### src/rtl/j_term_skew_feeder_pkg.sv
// Shared types and helpers for the systolic column skew feeder.
package j_term_skew_feeder_pkg;

  typedef enum logic [1:0] {
    ST_IDLE   = 2'd0,
    ST_STREAM = 2'd1,
    ST_DRAIN  = 2'd2
  } state_t;

  // Ceiling log2, evaluated at elaboration time for counter widths.
  function automatic int unsigned clog2(input int unsigned value);
    int unsigned r;
    r = 0;
    for (int unsigned p = 1; p < value; p = p << 1) begin
      r = r + 1;
    end
    return r;
  endfunction

  // Cycles needed to flush the last vector through the widest lane and the array rows.
  function automatic int unsigned drain_len(input int unsigned width, input int unsigned height);
    return width - 1 + height;
  endfunction

endpackage

### src/rtl/j_skew_lane.sv
// Registered delay line of DEPTH stages; DEPTH=0 degenerates to a wire.
module j_skew_lane #(
  parameter int unsigned DEPTH = 1,
  parameter int unsigned WIDTH = 1
) (
  input  logic             clk,
  input  logic             reset,
  input  logic [WIDTH-1:0] d_i,
  output logic [WIDTH-1:0] d_o
);

  generate
    if (DEPTH == 0) begin : g_wire
      assign d_o = d_i;
    end else begin : g_shift
      logic [WIDTH-1:0] stage_q [DEPTH];

      // Shift every cycle; the array never stalls so there is no enable.
      always_ff @(posedge clk or posedge reset) begin
        if (reset) begin
          for (int unsigned k = 0; k < DEPTH; k++) begin
            stage_q[k] <= '0;
          end
        end else begin
          stage_q[0] <= d_i;
          for (int unsigned k = 1; k < DEPTH; k++) begin
            stage_q[k] <= stage_q[k-1];
          end
        end
      end

      assign d_o = stage_q[DEPTH-1];
    end
  endgenerate

endmodule

### src/rtl/j_term_skew_feeder.sv
// Skewed column feeder: captures one activation vector per accept and
// delays column i by i cycles before it reaches the systolic array.
module j_term_skew_feeder
  import j_term_skew_feeder_pkg::*;
#(
  parameter int unsigned SUBARRAY_WIDTH     = 8,
  parameter int unsigned SUBARRAY_HEIGHT    = 8,
  parameter int unsigned NUM_COMBINED_TERMS = 8,
  parameter int unsigned NUM_BIT_EXPONENT   = 4
) (
  input  logic                                                         clk,
  input  logic                                                         reset,
  input  logic                                                         in_valid,
  output logic                                                         in_ready,
  input  logic                                                         in_last,
  input  logic [NUM_COMBINED_TERMS*NUM_BIT_EXPONENT*SUBARRAY_WIDTH-1:0] in_exp,
  input  logic [NUM_COMBINED_TERMS*SUBARRAY_WIDTH-1:0]                  in_sign,
  output logic [NUM_COMBINED_TERMS*NUM_BIT_EXPONENT*SUBARRAY_WIDTH-1:0] dataflow_out,
  output logic [NUM_COMBINED_TERMS*SUBARRAY_WIDTH-1:0]                  sign_flow_out,
  output logic [SUBARRAY_WIDTH-1:0]                                     col_valid,
  output logic                                                         busy,
  output logic                                                         tile_done
);

  localparam int unsigned W   = SUBARRAY_WIDTH;
  localparam int unsigned T   = NUM_COMBINED_TERMS;
  localparam int unsigned TE  = NUM_COMBINED_TERMS * NUM_BIT_EXPONENT;
  localparam int unsigned LW  = 1 + T + TE;
  localparam int unsigned D   = drain_len(SUBARRAY_WIDTH, SUBARRAY_HEIGHT);
  localparam int unsigned CW  = (clog2(D + 1) < 1) ? 1 : clog2(D + 1);

  state_t          state_q, state_d;
  logic [CW-1:0]   cnt_q, cnt_d;
  logic            accept;

  logic            cap_valid_q;
  logic [TE*W-1:0] cap_exp_q;
  logic [T*W-1:0]  cap_sign_q;

  logic [LW-1:0]   lane_in  [W];
  logic [LW-1:0]   lane_out [W];

  assign accept = in_valid & in_ready;

  // State register and drain counter.
  always_ff @(posedge clk or posedge reset) begin
    if (reset) begin
      state_q <= ST_IDLE;
      cnt_q   <= '0;
    end else begin
      state_q <= state_d;
      cnt_q   <= cnt_d;
    end
  end

  // Next-state: open a tile on accept, enter drain on the last vector.
  always_comb begin
    state_d = state_q;
    cnt_d   = cnt_q;
    case (state_q)
      ST_IDLE, ST_STREAM: begin
        if (accept) begin
          if (in_last) begin
            state_d = ST_DRAIN;
            cnt_d   = CW'(D - 1);
          end else begin
            state_d = ST_STREAM;
          end
        end
      end
      ST_DRAIN: begin
        if (cnt_q == '0) begin
          state_d = ST_IDLE;
        end else begin
          cnt_d = cnt_q - 1'b1;
        end
      end
      default: begin
        state_d = ST_IDLE;
        cnt_d   = '0;
      end
    endcase
  end

  // Handshake and status outputs.
  always_comb begin
    in_ready  = (state_q != ST_DRAIN) & ~reset;
    busy      = (state_q != ST_IDLE);
    tile_done = (state_q == ST_DRAIN) && (cnt_q == '0);
  end

  // Capture stage shared by all lanes; a missing accept injects an all-zero bubble.
  always_ff @(posedge clk or posedge reset) begin
    if (reset) begin
      cap_valid_q <= 1'b0;
      cap_exp_q   <= '0;
      cap_sign_q  <= '0;
    end else if (accept) begin
      cap_valid_q <= 1'b1;
      cap_exp_q   <= in_exp;
      cap_sign_q  <= in_sign;
    end else begin
      cap_valid_q <= 1'b0;
      cap_exp_q   <= '0;
      cap_sign_q  <= '0;
    end
  end

  genvar gi;
  generate
    for (gi = 0; gi < W; gi++) begin : g_lane
      assign lane_in[gi] = {cap_valid_q, cap_sign_q[gi*T +: T], cap_exp_q[gi*TE +: TE]};

      // Lane 0 has no extra delay, so it bypasses the delay-line instance entirely.
      if (gi == 0) begin : g_direct
        assign lane_out[gi] = lane_in[gi];
      end else begin : g_delay
        j_skew_lane #(
          .DEPTH (gi),
          .WIDTH (LW)
        ) u_lane (
          .clk   (clk),
          .reset (reset),
          .d_i   (lane_in[gi]),
          .d_o   (lane_out[gi])
        );
      end

      assign dataflow_out[gi*TE +: TE] = lane_out[gi][TE-1:0];
      assign sign_flow_out[gi*T +: T]  = lane_out[gi][TE +: T];
      assign col_valid[gi]             = lane_out[gi][LW-1];
    end
  endgenerate

endmodule

### config.mk
export PLATFORM = sky130hd
export DESIGN_NAME = j_term_skew_feeder
export DESIGN_NICKNAME = d
export VERILOG_FILES = /design/src/rtl/j_term_skew_feeder_pkg.sv /design/src/rtl/j_skew_lane.sv /design/src/rtl/j_term_skew_feeder.sv
export SDC_FILE = /design/constraint.sdc
export NUM_CORES = 2
export LEC_CHECK = 0
export ABC_CLOCK_PERIOD_IN_PS = 14100
export CAP_MARGIN = 20
export CORE_MARGIN = 2
export CORE_UTILIZATION = 40
export DETAILED_ROUTE_END_ITERATION = 7
export HOLD_SLACK_MARGIN = 0.15
export SLEW_MARGIN = 0
export SYNTH_ARGS = -nofsm -noshare
export SYNTH_HDL_FRONTEND = slang
export SYNTH_HIERARCHICAL = 1
export SYNTH_SLANG_ARGS = --single-unit
### constraint.sdc
create_clock -name clk -period 14.1 [get_ports clk]
set_clock_uncertainty 0.05 [all_clocks]
set_input_delay 2.115 -clock clk [delete_from_list [all_inputs] [get_ports clk]]
set_output_delay 2.115 -clock clk [all_outputs]
set_load 0.05 [all_outputs]
# After elaboration in Yosys (flattened, before gate mapping)
# Index checks and enable logic that the tools add are counted.
# totals
reg_bits,1475
output_inout_bits,331
wordCells,62
# op_classes
n_addsub,1
n_eq_ne,7
muxes,11
bitwise_logic,3
n_reduce_logical,7
# ops
operator,count
$mux W256,1
$mux W64,1
$mux W4,3
$ne A2 B2 Y1 const B,4
$pmux W4 S2,1
$mux W2,3
$logic_not A4 Y1,1
$pmux W2 S2,1
$sub A4 B1 Y4 const B,1
$reduce_and A3 Y1,1
$and A1 B1 Y1,2
$eq A2 B1 Y1 const B,1
$eq A2 B2 Y1 const B,1
$logic_not A2 Y1,1
$ne A2 B1 Y1 const B,1
$reduce_and A2 Y1,1
$reduce_bool A2 Y1,1
$reduce_or A2 Y1,1
$logic_and A1 B1 Y1,1
$mux W1,1
$not A1 Y1,1

# Depth between registers and ports, before layout
# logic_depth
word_depth,5
depth_mapped,6
depth_no_buf,5

# Cells and area by module
# The synthesis kept the hierarchy.
# modules_own_cells
mod,n_inst,cells_per_inst,area_each_um2,seq_area_each_um2
j_term_skew_feeder,1,758,11088.1,8182.8
j_skew_lane (g_lane[7].g_delay.u_lane),1,329,7493.4,7181.9
j_skew_lane (g_lane[6].g_delay.u_lane),1,288,6467.5,6155.9
j_skew_lane (g_lane[5].g_delay.u_lane),1,247,5441.5,5129.9
j_skew_lane (g_lane[4].g_delay.u_lane),1,206,4415.5,4103.9
j_skew_lane (g_lane[3].g_delay.u_lane),1,165,3389.5,3078.0
j_skew_lane (g_lane[2].g_delay.u_lane),1,124,2363.5,2052.0
j_skew_lane (g_lane[1].g_delay.u_lane),1,42,1029.7,1026.0

# Worst setup path after synthesis
# Ideal clock, no wire load.
# synth_path
kind,input port to flip-flop
start,input port reset
end,register cap_exp_q[100]
arrival_ps,10187
setup_slack_ps,3797
cell_stages,6
path_cell_list,inv_1 > and3_1 > buf_6 > buf_6 > buf_6 > and2_1
# synth_between
elab_chain_len,4
# synth_rtl
element,line_no,text
"start, declared",j_term_skew_feeder.sv:12,"input logic reset,"
$not A1 Y1,j_term_skew_feeder.sv:87,in_ready = (state_q != ST_DRAIN) & ~reset;
$and A1 B1 Y1,j_term_skew_feeder.sv:87,
$and A1 B1 Y1,j_term_skew_feeder.sv:43,assign accept = in_valid & in_ready;
$mux W256,j_term_skew_feeder.sv:98,end else if (accept) begin
"end signal, assigned",j_term_skew_feeder.sv:100,cap_exp_q <= in_exp;
"end, declared",j_term_skew_feeder.sv:37,logic [TE*W-1:0] cap_exp_q;
# Every way passes these cells.
# A chain may end at the register's enable or synchronous reset.

# Worst setup path in the final report
# layout_path
start,input port reset
end,output port in_ready
# layout_between
elab_chain_len,2
# layout_rtl
element,line_no,text
$not A1 Y1,j_term_skew_feeder.sv:87,
$and A1 B1 Y1,j_term_skew_feeder.sv:87,
"end, declared",j_term_skew_feeder.sv:14,"output logic in_ready,"
# Every way passes these cells.

==> reports/metrics.cfg <==
[status]
status=complete, no violations

[placed_design]
post-dp-hpwl_mm=49.5
dp_cells=3884
place.gp.congestion=0.834
io_buffers=654
pre_cts_ws_ns=8.09

[critical_path]
crit_required_ns=11.94
critPathMaxFanout=11
crit_type=in2out
worstSetupStartpointType=input port
arrival_ns=3.80
worst_setup_path_end_kind=output port

[floorplanning]
die_h_um=327
floorplan.io_pins=655
coreArea_um2=103000
num_rows=118
dieArea_um2=107000
die_x_um=327
floorplan.initialDensity=0.403

[cts]
clock_path_buffers=3
cts_root_buffer=clkbuf_16
clk_latency_ns=0.73
htreeDepth=4
clock-sinks=1475
path_clk_slew_ns=0.06
cts_buffers=144
cts_hold_buf=0
post_cts_buffers=0
cts-resized-gates=0
cts_tree=done

[grt]
antenna_found_initial=25
grt_usage=0.148
grt_pass1_wl_mm=116
globalRouteOverflowTotal=0
grt_pass1_vias=19100
grt_max_degree=233

[layout]
drive_above_1_share=0.0925
fillCellCount=8231
mostFrequentLayoutCells=dfrtp_1 (1475), clkdlybuf4s50_1 (653), and2_1 (321)
final_common_cell=dfrtp_1
instances_no_fill=4161
finalNetCount=2979
area_growth_pct=26.0

[sta]
fin_setup_tns_ns=0
rsz0062_at_grt=no
max_slew_margin=0.0902
setup_violations=0
setup_slack_ns=8.14
worst_slew_pin_slew_ns=1.36
final.period_utilization=0.423
maxSlewViolCount=0
max_freq_mhz=168
hold_viol=0
period_needed_ns=5.96

[logic_synthesis]
syn_inst=2159
yosysWarnings=6
synth_top_family_by_area=buffers and inverters
syn_nets=2485
synth_area_per_cell_um2=19.3
synthAdderAreaFrac=0.000600
synth_compound_area_frac=0.00183
seq_area_frac_synth=0.885
synth_mux_area_frac=0
syn_area_um2=41700
synthSimpleGateAreaFrac=0.0504
synth_xor_area_frac=0
synth-seq-cells=1475
synthDistinctLibCells=29

[routing]
wl_per_cell_um=18.5
via_per_inst=4.07
vias=16900
drtPass1Iterations=4
ant_nets=0
wl_mm=76.8
drc=0
drtIter0Drc=1003

[power]
leakage_nw=25.9
powerDensity_nw_per_um2=178
power_mw=9.37
ir_worst_vdd_mv=0.0929

[job]
maxCapViolCount=0

[hold_path]
hp-class=reg2reg

## synth_stat cells
library cell / count / area share
dfrtp_1: 1475 / 0.89
or2_2: 1 / 0.00015
or3_1: 1 / 0.00015
nor2b_1: 1 / 0.00015
and3b_1: 1 / 0.00021
and3_1: 1 / 0.00015
o31a_1: 1 / 0.00021
nand2_1: 1 / 0.000090
nor3_1: 1 / 0.00012
nand2b_2: 1 / 0.00021
buf_6: 32 / 0.0086
buf_4: 287 / 0.052
o22ai_1: 2 / 0.00030
buf_2: 1 / 0.00012
clkbuf_1: 3 / 0.00027
o211a_1: 1 / 0.00024
and2_1: 321 / 0.048
a22oi_1: 1 / 0.00018
o21ai_0: 2 / 0.00024
ha_1: 2 / 0.00060
nand3b_1: 1 / 0.00018
a221o_1: 1 / 0.00024
nor3b_1: 1 / 0.00018
nand2b_1: 1 / 0.00015
nand3_1: 1 / 0.00012
o311ai_0: 1 / 0.00021
inv_1: 12 / 0.0011
o32ai_1: 1 / 0.00021
nor2_1: 4 / 0.00036
## path summary, 6_finish.rpt
check / startpoint / to / slack, ns / depth (start not counted)
worst min register to register: cap_sign_q[54] / g_lane[6].g_delay.u_lane/g_shift.stage_q[243] / 0.27 / 0
worst min-delay path: cap_sign_q[54] / g_lane[6].g_delay.u_lane/g_shift.stage_q[243] / 0.27 / 0
worst max-delay path: reset / in_ready / 8.14 / 4
worst max register to register: state_q[0] / cap_exp_q[234] / 11.22 / 4
max in group asynchronous: reset / cap_sign_q[59] / 10.06 / 5
min in group asynchronous: reset / g_lane[1].g_delay.u_lane/d_o[33] / 1.56 / 3
## metal layers
metal  GRT usage  wire (um)  vias to the layer above
met1       0.165      27500                     8863
met5           0        115                        -
met2       0.235      38500                      510
li1            -          -                     7358
met4      0.0800       3100                       18
met3      0.0707       7570                      191
## cells by family after synthesis
kind of cell | Yosys count
compound gates | 10
fa+ha+maj | 2
buf+inv | 335
flops | 1475
simple gates | 337
## per-stage QoR
step | instance area (um2) | utilization | hold slack, ns
floorplan | 41700 | - | 0.281
global placement | 47600 | 0.460 | 0.281
detailed placement | 47600 | 0.460 | 0.285
CTS | 52400 | 0.507 | 0.271
global route | 52500 | 0.508 | 0.284
finish | 52500 | 0.508 | 0.270
## sequential cells by signal, indices dropped and copies added, names as in the netlist
register and flops:
cnt_q 4, cap_exp_q 256, cap_sign_q 64, state_q 2, g_lane.g_delay.u_lane/g_shift.stage_q 861, g_lane.g_delay.u_lane/d_o 287
cap_valid_q 1
## cell type report
| cell class | count | area (um2) | share of cell area |
|---|---|---|---|
| antenna | 13 | 32.5 | 0.000619 |
| clock buffer | 212 | 4250 | 0.0810 |
| clock inverter | 49 | 578 | 0.0110 |
| inverter | 12 | 83.8 | 0.00160 |
| multi-input combinational | 349 | 2210 | 0.0420 |
| sequential | 1475 | 36900 | 0.702 |
| tap | 1380 | 1730 | 0.0329 |
| timing repair buffer | 671 | 6750 | 0.129 |
## critical path, cell delays in order
cell and delay, ns:
buf_2 0.10, buf_4 0.24, nor2_1 0.39, clkdlybuf4s50_1 0.90
## power by group
part	internal (mW)	switching, mW	leakage [nW]	total (mW)
registers	4.60	0.116	20.0	4.72
clock network	2.25	1.55	2.38	3.81
logic	0.285	0.555	3.60	0.841
Power figures use the tool's default switching activity.
